File: config.mk
export PLATFORM = sky130hd
export DESIGN_NAME = key_loader
export DESIGN_NICKNAME = d
export VERILOG_FILES = /design/src/rtl/key_loader.sv
export SDC_FILE = /design/constraint.sdc
export NUM_CORES = 1
export LEC_CHECK = 0
export ABC_AREA = 1
export CAP_MARGIN = 30
export CORE_MARGIN = 2
export CORE_UTILIZATION = 52
export DETAILED_ROUTE_END_ITERATION = 10
export GPL_ROUTABILITY_DRIVEN = 0
export PLACE_DENSITY_LB_ADDON = 0.08
export SLEW_MARGIN = 20
export SYNTH_ARGS = -nofsm -noshare
export SYNTH_HDL_FRONTEND = slang
export SYNTH_SLANG_ARGS = --single-unit
export TNS_END_PERCENT = 5
File: constraint.sdc
create_clock -name clk -period 1.95 [get_ports clk]
set_input_delay 0.195 -clock clk [delete_from_list [all_inputs] [get_ports clk]]
set_output_delay 0.195 -clock clk [all_outputs]
set_load 0.05 [all_outputs]
File: src/rtl/key_loader.sv
// key_loader: serial parity-checked key intake driving a stable parallel key bus.
module key_loader #(
  parameter int KEY_W = 3,
  parameter logic [KEY_W-1:0] DECOY = '0,
  parameter int MAX_FAIL = 3,
  parameter int TIMEOUT = 16,
  localparam int FW = $clog2(MAX_FAIL + 1)
) (
  input  logic             clk,
  input  logic             rst,
  input  logic             load_start,
  input  logic             key_bit,
  input  logic             key_bit_valid,
  output logic             key_bit_ready,
  output logic [KEY_W-1:0] key_out,
  output logic             key_active,
  output logic             busy,
  output logic             err,
  output logic             locked_out,
  output logic [FW-1:0]    fail_count
);
  localparam int CW = $clog2(KEY_W + 1);
  localparam int IW = $clog2(TIMEOUT + 1);
  typedef enum logic [2:0] {IDLE, SHIFT, CHECK, ACTIVE, LOCKOUT} state_t;
  state_t state_q, state_d;
  logic [KEY_W-1:0] key_q, key_d, shadow_q, shadow_d;
  logic active_q, active_d, err_q, err_d, lock_q, lock_d, par_q, par_d;
  logic [FW-1:0] fail_q, fail_d, fail_inc;
  logic [CW-1:0] cnt_q, cnt_d;
  logic [IW-1:0] idle_q, idle_d;
  logic accept, pass, fail_now;
  assign key_bit_ready = state_q == SHIFT;
  assign busy = state_q == SHIFT || state_q == CHECK;
  assign accept = key_bit_valid & key_bit_ready;
  assign pass = ~(^shadow_q ^ par_q);
  assign fail_inc = (fail_q == FW'(MAX_FAIL)) ? fail_q : fail_q + 1'b1;
  assign key_out = key_q;
  assign key_active = active_q;
  assign err = err_q;
  assign locked_out = lock_q;
  assign fail_count = fail_q;
  always_comb begin
    state_d = state_q;
    key_d = key_q;
    active_d = active_q;
    err_d = 1'b0;
    lock_d = lock_q;
    fail_d = fail_q;
    shadow_d = shadow_q;
    par_d = par_q;
    cnt_d = cnt_q;
    idle_d = idle_q;
    fail_now = 1'b0;
    if (load_start && (state_q == IDLE || state_q == ACTIVE || state_q == SHIFT)) begin
      state_d = SHIFT;
      key_d = DECOY;
      active_d = 1'b0;
      shadow_d = '0;
      par_d = 1'b0;
      cnt_d = '0;
      idle_d = '0;
    end else if (state_q == SHIFT) begin
      if (accept) begin
        idle_d = '0;
        // the bit after KEY_W data bits is parity; it ends the frame
        if (cnt_q == CW'(KEY_W)) begin
          par_d = key_bit;
          state_d = CHECK;
        end else begin
          shadow_d = shadow_q | (KEY_W'(key_bit) << cnt_q);
          cnt_d = cnt_q + 1'b1;
        end
      end else begin
        idle_d = idle_q + 1'b1;
        fail_now = idle_q == IW'(TIMEOUT - 1);
      end
    end else if (state_q == CHECK) begin
      if (pass) begin
        key_d = shadow_q;
        active_d = 1'b1;
        fail_d = '0;
        state_d = ACTIVE;
      end else fail_now = 1'b1;
    end
    if (fail_now) begin
      err_d = 1'b1;
      fail_d = fail_inc;
      lock_d = fail_inc == FW'(MAX_FAIL);
      state_d = lock_d ? LOCKOUT : IDLE;
    end
  end
  always_ff @(posedge clk) begin
    if (rst) begin
      state_q <= IDLE;
      key_q <= DECOY;
      active_q <= 1'b0;
      err_q <= 1'b0;
      lock_q <= 1'b0;
      fail_q <= '0;
      shadow_q <= '0;
      par_q <= 1'b0;
      cnt_q <= '0;
      idle_q <= '0;
    end else begin
      state_q <= state_d;
      key_q <= key_d;
      active_q <= active_d;
      err_q <= err_d;
      lock_q <= lock_d;
      fail_q <= fail_d;
      shadow_q <= shadow_d;
      par_q <= par_d;
      cnt_q <= cnt_d;
      idle_q <= idle_d;
    end
  end
endmodule
# Word level (Yosys, flattened, before mapping)
# Cells that the tools add are included.
[op_classes]
n_eq_ne = 13
n_bitwise = 6
shifts = 1
n_reduce_logical = 14
n_mux = 21
add_sub_neg = 3
[ops]
columns = ["operator", "count"]
rows = [
  ["$mux 3", 8],
  ["$mux 2", 6],
  ["$reduce_and 3->1", 3],
  ["$ne 4x1->1 const B", 2],
  ["$reduce_and 4->1", 2],
  ["$eq 2x2->1 const B", 3],
  ["$eq 3x2->1 const B", 2],
  ["$mux 1", 6],
  ["$add 5x1->5 const B", 1],
  ["$eq 5x4->1 const B", 1],
  ["$mux 5", 1],
  ["$add 2x1->2 const B", 2],
  ["$ne 2x2->1 const B", 2],
  ["$ne 4x3->1 const B", 1],
  ["$reduce_bool 4->1", 1],
  ["$eq 3x1->1 const B", 1],
  ["$logic_not 3->1", 1],
  ["$logic_or 1x1->1", 3],
  ["$not 1->1", 3],
  ["$or 3x3->3", 1],
  ["$reduce_xor 3->1", 1],
  ["$shl 1x2->3", 1],
  ["$ne 2x1->1 const B", 1],
  ["$reduce_bool 2->1", 1],
  ["other kinds (4)", 4],
]
[word_totals]
in_bits = 5
output_inout_bits = 10
register_bits = 22
word_cells = 68

# Depth between registers and ports, before layout
# Gate-level depths: netlist of run 1.
[depth]
depth_word = 8
ltp_mapped = 11
depth_no_buf = 11

# Worst setup path before layout of run 1
# No wires, ideal clock.
[synth_timing]
kind = "reg2reg"
startpoint = "register idle_q[1]"
endpoint = "register state_q[0]"
setup_slack_ps = 525
stages_incl_launch_ff = 12
setup_ps = 109
arrival_ps = 1316
t_required_ps = 1841
period_less_slack_ps = 1425
path_buffers = 0
cell_sequence = "dfxtp_1 > ha_1 > nand2_1 > nor2_1 > ha_1 > nand4_2 > nand3_1 > nand2_1 > nand3_1 > nand2_1 > nand2_1 > nor2_1"
[synth_via]
elab_chain_cells = 6
word_cells_on_any_way = 10
classes_between = "eq/ne (4); mux (4); reduce/logical (2)"
[synth_rtl]
columns = ["element", "line_no", "rtl"]
rows = [
  ["start, declared", "30", "logic [IW-1:0] idle_q, idle_d;"],
  ["start signal, assigned", "114", "idle_q <= idle_d;"],
  ["$eq 5x4->1 *", "75", "fail_now = idle_q == IW'(TIMEOUT - 1);"],
  ["$mux 1 *", "63", "if (accept) begin"],
  ["$mux 1 *", "62", "end else if (state_q == SHIFT) begin"],
  ["$mux 1 *", "54", "if (load_start && (state_q == IDLE || state_q == ACTIVE || state_q == SHIFT)) begin"],
  ["$ne 4x1->1 (no line), or another cell as far along", "--", ""],
  ["$reduce_and 4->1 (no line)", "--", ""],
  ["end signal, assigned", "105", "state_q <= state_d;"],
  ["end, declared", "25", "state_t state_q, state_d;"],
]
# Every way passes the cells marked *; elsewhere a longest branch is shown, timed or not.
# A chain may end at the register's enable or synchronous reset.

# Worst setup path in the final report of run 1
[layout_timing]
startpoint = "register fail_q[1], in the netlist fail_count[1]"
endpoint = "output fail_count[1]"
[layout_lines]
columns = ["element", "line_no", "rtl"]
rows = [
  ["start, declared", "28", "logic [FW-1:0] fail_q, fail_d, fail_inc;"],
  ["start signal, assigned", "110", "fail_q <= fail_d;"],
  ["end, declared", "20", "output logic [FW-1:0] fail_count"],
]
# No word-level cell between the ends.

==> results of run 1 <==
[power breakdown]
part	switching [µW]	internal (µW)
combinational	162	70.1
sequential	9.12	465
clock	143	208
total	314	743
[state kept, by name, indices dropped and copies added, names as in the netlist]
name / count
idle_q: 5
key_out: 3
shadow_q: 3
state_q: 3
cnt_q: 2
fail_count: 2
err: 1
key_active: 1
locked_out: 1
par_q: 1
[final timing paths]
check	start	to	slack (ns)	depth (start not counted)
setup / recovery	fail_count[1]	fail_count[1]	0.25	1
hold / removal	idle_q[4]	idle_q[4]	0.48	2
setup reg to reg	idle_q[1]	state_q[0]	0.31	11
hold reg to reg	idle_q[4]	idle_q[4]	0.48	2
[metrics by stage]
stage / instance area (µm²) / cells / setup WS (ns)
floorplan: 1080 / 146 / 0.525
global placement: 1250 / 187 / 0.398
detailed placement: 1250 / 187 / 0.330
CTS: 1300 / 191 / 0.239
global route: 1300 / 191 / 0.127
finish: 1300 / 191 / 0.248
[cells by family (layout without fill, tap and decap cells)]
logic type | Yosys count | in the layout | synth area share
XOR/XNOR | 2 | 2 | 0.0162
AO/OA/AOI/OAI | 28 | 28 | 0.142
adder cells (fa/ha/maj) | 3 | 3 | 0.0348
AND/OR/NAND/NOR | 65 | 65 | 0.306
buffers and inverters | 26 | 44 | 0.0928
flip-flops | 22 | 22 | 0.408
[synthesized netlist by cell type, types with 2 or more instances]
| cell type | n |
|---|---|
| dfxtp_1 | 22 |
| a21oi_1 | 15 |
| nand2_1 | 28 |
| ha_1 | 3 |
| inv_1 | 19 |
| inv_2 | 6 |
| nand3_1 | 6 |
| o21ai_0 | 7 |
| nor2_1 | 15 |
| nand3_2 | 2 |
| nand2_2 | 3 |
| nand4_1 | 4 |
[final cells by class]
cell class,count,area (µm²)
inverters,26,100
well taps,27,33.8
clock buffers,3,22.5
multi-input cells,98,538
clock inverters,1,30.0
flip-flops and latches,22,440
fillers,191,662
repair buffers,14,135
[tightest hold or removal path, delay by kind of cell (launching register included)]
family / cells / cell delay [ns]
AO/OA/AOI/OAI: 1 / 0.05
flip-flops: 1 / 0.33
AND/OR/NAND/NOR: 1 / 0.06
[per-layer routing]
metal  part of all wire  vias to the layer above  GRT usage  routed length, µm
met5                  0                        -          0                  0
met4              0.010                        0     0.0556                 22
met3              0.024                        4     0.0364                 50
met2               0.50                       15      0.318               1040
met1               0.47                      434      0.223                983
li1                   -                      503          -                  -
==> impl_metrics.csv, run 1 <==
group,metric,value,unit
status,status,"finished, final reports clean",
run,drv_cap,0,
setup_path,crit_chain,"clkdlybuf4s50_1",
logic_synthesis,synth.net_count,154,
sta,maxSlewHeadroom,0.665,
cts,cts_tree,"yes",
cts,post_cts_buffers,0,
logic_synthesis,synth_seq_cells,22,
logic_synthesis,yosys.area.top_type_share,0.408,
global_routing,grt_pass1_wl,3510,µm
setup_path,crit_path_max_incr_delay,0.81,ns
logic_synthesis,synth-main-ff-cell,"dfxtp_1",
power,p_leak,0.000566,µW
floorplan,die-area,2450,µm²
sta,slew_violations,0,
cts,insertion_delay,0.31,ns
routing,post-route-drc-count,0,
place,hpwl,1650,µm
global_routing,antenna_found_initial,0,
power,power_density,813,nW/µm²
layout,nets,173,
global_routing,grt_max_degree,14,
sta,max_freq,588,MHz
layout,drive_above_1_share,0.146,
logic_synthesis,synthArstFlopShare,0,
logic_synthesis,synth-edff-count,0,
sta,skew,0.00531,ns
routing,avgViaCountPerCell,5.01,
logic_synthesis,synth_cell_type_count,28,
cts,path_clk_slew,0.13,ns
setup_path,cp_num_buf_inv,1,
logic_synthesis,synth_area_leaders,"dfxtp_1, nand2_1, a21oi_1",
routing,wl_per_cell,11.0,µm
floorplan,fp-row-count,16,
setup_path,critPathArrivalTime,1.51,ns
cts,cts_root_buf,"clkbuf_4",
setup_path,critPathCaptureType,"output pin",
floorplan,die_w,49.5,µm
cts,cts_hold_buf,0,
sta,report.final.hold_viol_count,0,
logic_synthesis,yosysWarnings,0,
sta,setup_viol,0,
worst_hold_path,hp-class,"register to register",
routing,drt_iter0_markers,19,
setup_path,cp_max_fo,4,
setup_path,cp_slowest_cell,"clkdlybuf4s50_1",
floorplan,initial_core_util,0.550,
global_routing,track_usage,0.182,
power,ir_worst_vdd,477,µV
layout,final_common_cell,"nand2_1",
logic_synthesis,synth_top_area_cell,"dfxtp_1",
cts,cts_inserted_buffers,3,
global_routing,first_global_vias,827,
routing,drt_wl_total,2100,µm
routing,vias,956,
setup_path,crit_path_start_kind,"register",
power,p_total,1060,µW
cts,cts_htree_levels,1,
routing,drt_pass1_iterations,4,
cts,post_cts_resize_count,0,
sta,worst_slew_pin_slew,0.501,ns
cts,clock-sinks,22,
floorplan,die_h,49.5,µm
logic_synthesis,ys_seq_area_frac,0.408,
logic_synthesis,synth_area_per_cell,7.39,µm²
cts,ctsLongestPathBuffers,2,
logic_synthesis,synth_cells,146,
setup_path,crit_family,"buffers and inverters",
setup_path,critical_path_class,"register to output pin",
logic_synthesis,syn_area,1080,µm²
floorplan,ios,15,
sta,period_needed,1.70,ns
setup_path,required,1.75,ns
routing,detail-route-antenna-nets,0,
global_routing,gr-total-overflow,0,
layout,area_growth,20.5,%
layout,diodes,0,
layout,utilization,0.663,
layout,layout_common_cells,"nand2_1, dfxtp_1, inv_1",
floorplan,core_region_area,1960,µm²
sta,rsz0062_at_grt,"false",
sta,period_share,0.873,
place,portBuffers,14,
sta,hold-worst-slack,0.476,ns
sta,setup-tns-final,0,ns
Power figures use the tool's default switching activity.
==> run 2, diff against run 1 <==
--- a/config.mk
+++ b/config.mk
@@ -8,10 +8,12 @@
 export ABC_AREA = 1
 export CAP_MARGIN = 30
 export CORE_MARGIN = 2
-export CORE_UTILIZATION = 52
+export CORE_UTILIZATION = 60
 export DETAILED_ROUTE_END_ITERATION = 10
+export DONT_BUFFER_PORTS = 1
 export GPL_ROUTABILITY_DRIVEN = 0
 export PLACE_DENSITY_LB_ADDON = 0.08
+export RECOVER_POWER = 50
 export SLEW_MARGIN = 20
 export SYNTH_ARGS = -nofsm -noshare
 export SYNTH_HDL_FRONTEND = slang
==> run 2 against run 1 <==
Against the previous run:
- final area fell by 11%
- global-route usage rose by 3.8 points
- sequential share of layout area rose by 4.3 points
- clock skew barely moved
- worst setup slack got worse by 0.0076 ns
- wire length fell by 2.0%
- count of clock-buffer cells in the layout did not move
- critical endpoint is now busy
- largest cell class unchanged
- largest power group unchanged
==> impl_metrics.csv, run 2 (synthesis gave the netlist of run 1 again) <==
group,metric,value,unit
sta,period_needed,1.71,ns
global_routing,antenna_found_initial,0,
floorplan,die_w,46.4,µm
global_routing,grt_pass1_wl,3280,µm
layout,layout_common_cells,"nand2_1, dfxtp_1, inv_1",
sta,max_freq,585,MHz
cts,cts_inserted_buffers,3,
setup_path,critical_path_class,"register to output pin",
run,drv_cap,0,
cts,cts_htree_levels,1,
power,p_leak,0.000518,µW
cts,ctsLongestPathBuffers,2,
setup_path,required,1.75,ns
global_routing,track_usage,0.220,
routing,drt_wl_total,2060,µm
setup_path,critPathCaptureType,"output pin",
setup_path,cp_max_fo,7,
floorplan,ios,15,
cts,insertion_delay,0.31,ns
layout,nets,160,
power,ir_worst_vdd,758,µV
floorplan,initial_core_util,0.632,
cts,cts_root_buf,"clkbuf_4",
status,status,"finished, final reports clean",
setup_path,crit_chain,"inv_1 -> nor2_1 -> nand2_2 -> nand2_1",
cts,cts_tree,"yes",
power,power_density,878,nW/µm²
sta,rsz0062_at_grt,"false",
layout,layout.cells.non_filler,176,
cts,clock-sinks,22,
sta,period_share,0.876,
sta,maxSlewHeadroom,0.625,
routing,avgViaCountPerCell,5.23,
layout,final_common_cell,"nand2_1",
worst_hold_path,hp-class,"input pin to register",
layout,largest_reg_flops,5,
sta,worst_slew_pin_slew,0.562,ns
global_routing,grt_max_degree,14,
setup_path,cp_num_buf_inv,1,
place,hpwl,1520,µm
floorplan,die-area,2150,µm²
setup_path,critPathArrivalTime,1.51,ns
sta,setup_viol,0,
sta,report.final.hold_viol_count,0,
setup_path,cp_slowest_cell,"nand2_1",
cts,path_clk_slew,0.12,ns
sta,slew_violations,0,
routing,post-route-drc-count,0,
routing,vias,920,
layout,area_growth,6.96,%
sta,skew,0.00526,ns
layout,diodes,0,
place,portBuffers,0,
sta,setup-tns-final,0,ns
global_routing,gr-total-overflow,0,
floorplan,die_h,46.4,µm
setup_path,crit_family,"simple AND/OR/NAND/NOR gates",
layout,regMostFlops,"idle_q",
routing,drt_iter0_markers,25,
floorplan,fp-row-count,15,
place,placedCellCount,171,
setup_path,crit_path_max_incr_delay,0.40,ns
routing,wl_per_cell,11.7,µm
setup_path,crit_path_start_kind,"register",
floorplan,core_region_area,1710,µm²
layout,drive_above_1_share,0.106,
routing,drt_pass1_iterations,6,
global_routing,first_global_vias,820,
routing,detail-route-antenna-nets,0,
## run 2: cell count changes in the layout (fill, tap and decap cells not counted)
cell / delta
dlygate4sd3_1: +1
nor2_2: -1
nand3_2: -1
o21ai_0: +1
inv_1: +2
clkdlybuf4s50_1: -12
nand3_1: +1
buf_4: -2
nor2_4: -1
nor2_1: +2
inv_2: -2
o21ai_2: -1
## run 2: repair_timing
action,CTS,global route
hold endpoints to repair,4,0
resized for setup,0,0
setup buffers,0,0
hold buffers,1,0
## run 2: cell type report
class | count | area (µm²)
fillers | 170 | 554
multi-input cells | 98 | 519
flip-flops and latches | 22 | 440
inverters | 26 | 100
well taps | 25 | 31.3
clock inverters | 1 | 30.0
clock buffers | 3 | 22.5
repair buffers | 1 | 10.0
## run 2: worst paths after layout
kind,from,to,slack (ns),depth (start not counted)
setup / recovery,state_q[0],busy,0.24,4
hold / removal,rst,key_active,0.05,2
setup reg to reg,idle_q[1],state_q[0],0.31,11
hold reg to reg,idle_q[4],idle_q[4],0.48,2
## run 2: layer usage
metal / vias up / wire length [µm] / track usage / share of wire
met4: 0 / 23 / 0.114 / 0.011
met1: 423 / 938 / 0.249 / 0.46
met3: 4 / 55 / 0.0510 / 0.027
met2: 15 / 1040 / 0.378 / 0.51
met5: - / 0 / 0 / 0
li1: 478 / - / - / -
## run 2: where the power goes
part | leakage (µW) | switching [µW] | internal [µW] | total [µW]
sequential | 0.000178 | 26.0 | 465 | 491
clock | 0.0000279 | 135 | 208 | 343
combinational | 0.000312 | 135 | 43.3 | 178
total | 0.000518 | 296 | 716 | 1010
## run 2: worst register-to-register path: stages (launching register included)
cell,delay (ns)
dfxtp_1,0.38
ha_1,0.18
nand2_1,0.05
nor2_1,0.09
ha_1,0.18
nand4_2,0.14
nand3_1,0.17
nand2_1,0.12
nand3_1,0.11
nand2_1,0.05
nand2_1,0.05
nor2_1,0.03
## run 2: per-stage QoR
| stage | worst slack [ns] | utilization | hold slack (ns) | total power (µW) | area (µm²) |
|---|---|---|---|---|---|
| floorplan | 0.525 | - | 0.264 | 654 | 1080 |
| global placement | 0.440 | 0.650 | 0.265 | 678 | 1110 |
| detailed placement | 0.374 | 0.650 | 0.267 | 682 | 1110 |
| CTS | 0.321 | 0.686 | 0.0351 | 1030 | 1170 |
| global route | 0.116 | 0.675 | 0.0288 | 1060 | 1150 |
| finish | 0.241 | 0.675 | 0.0450 | 1010 | 1150 |
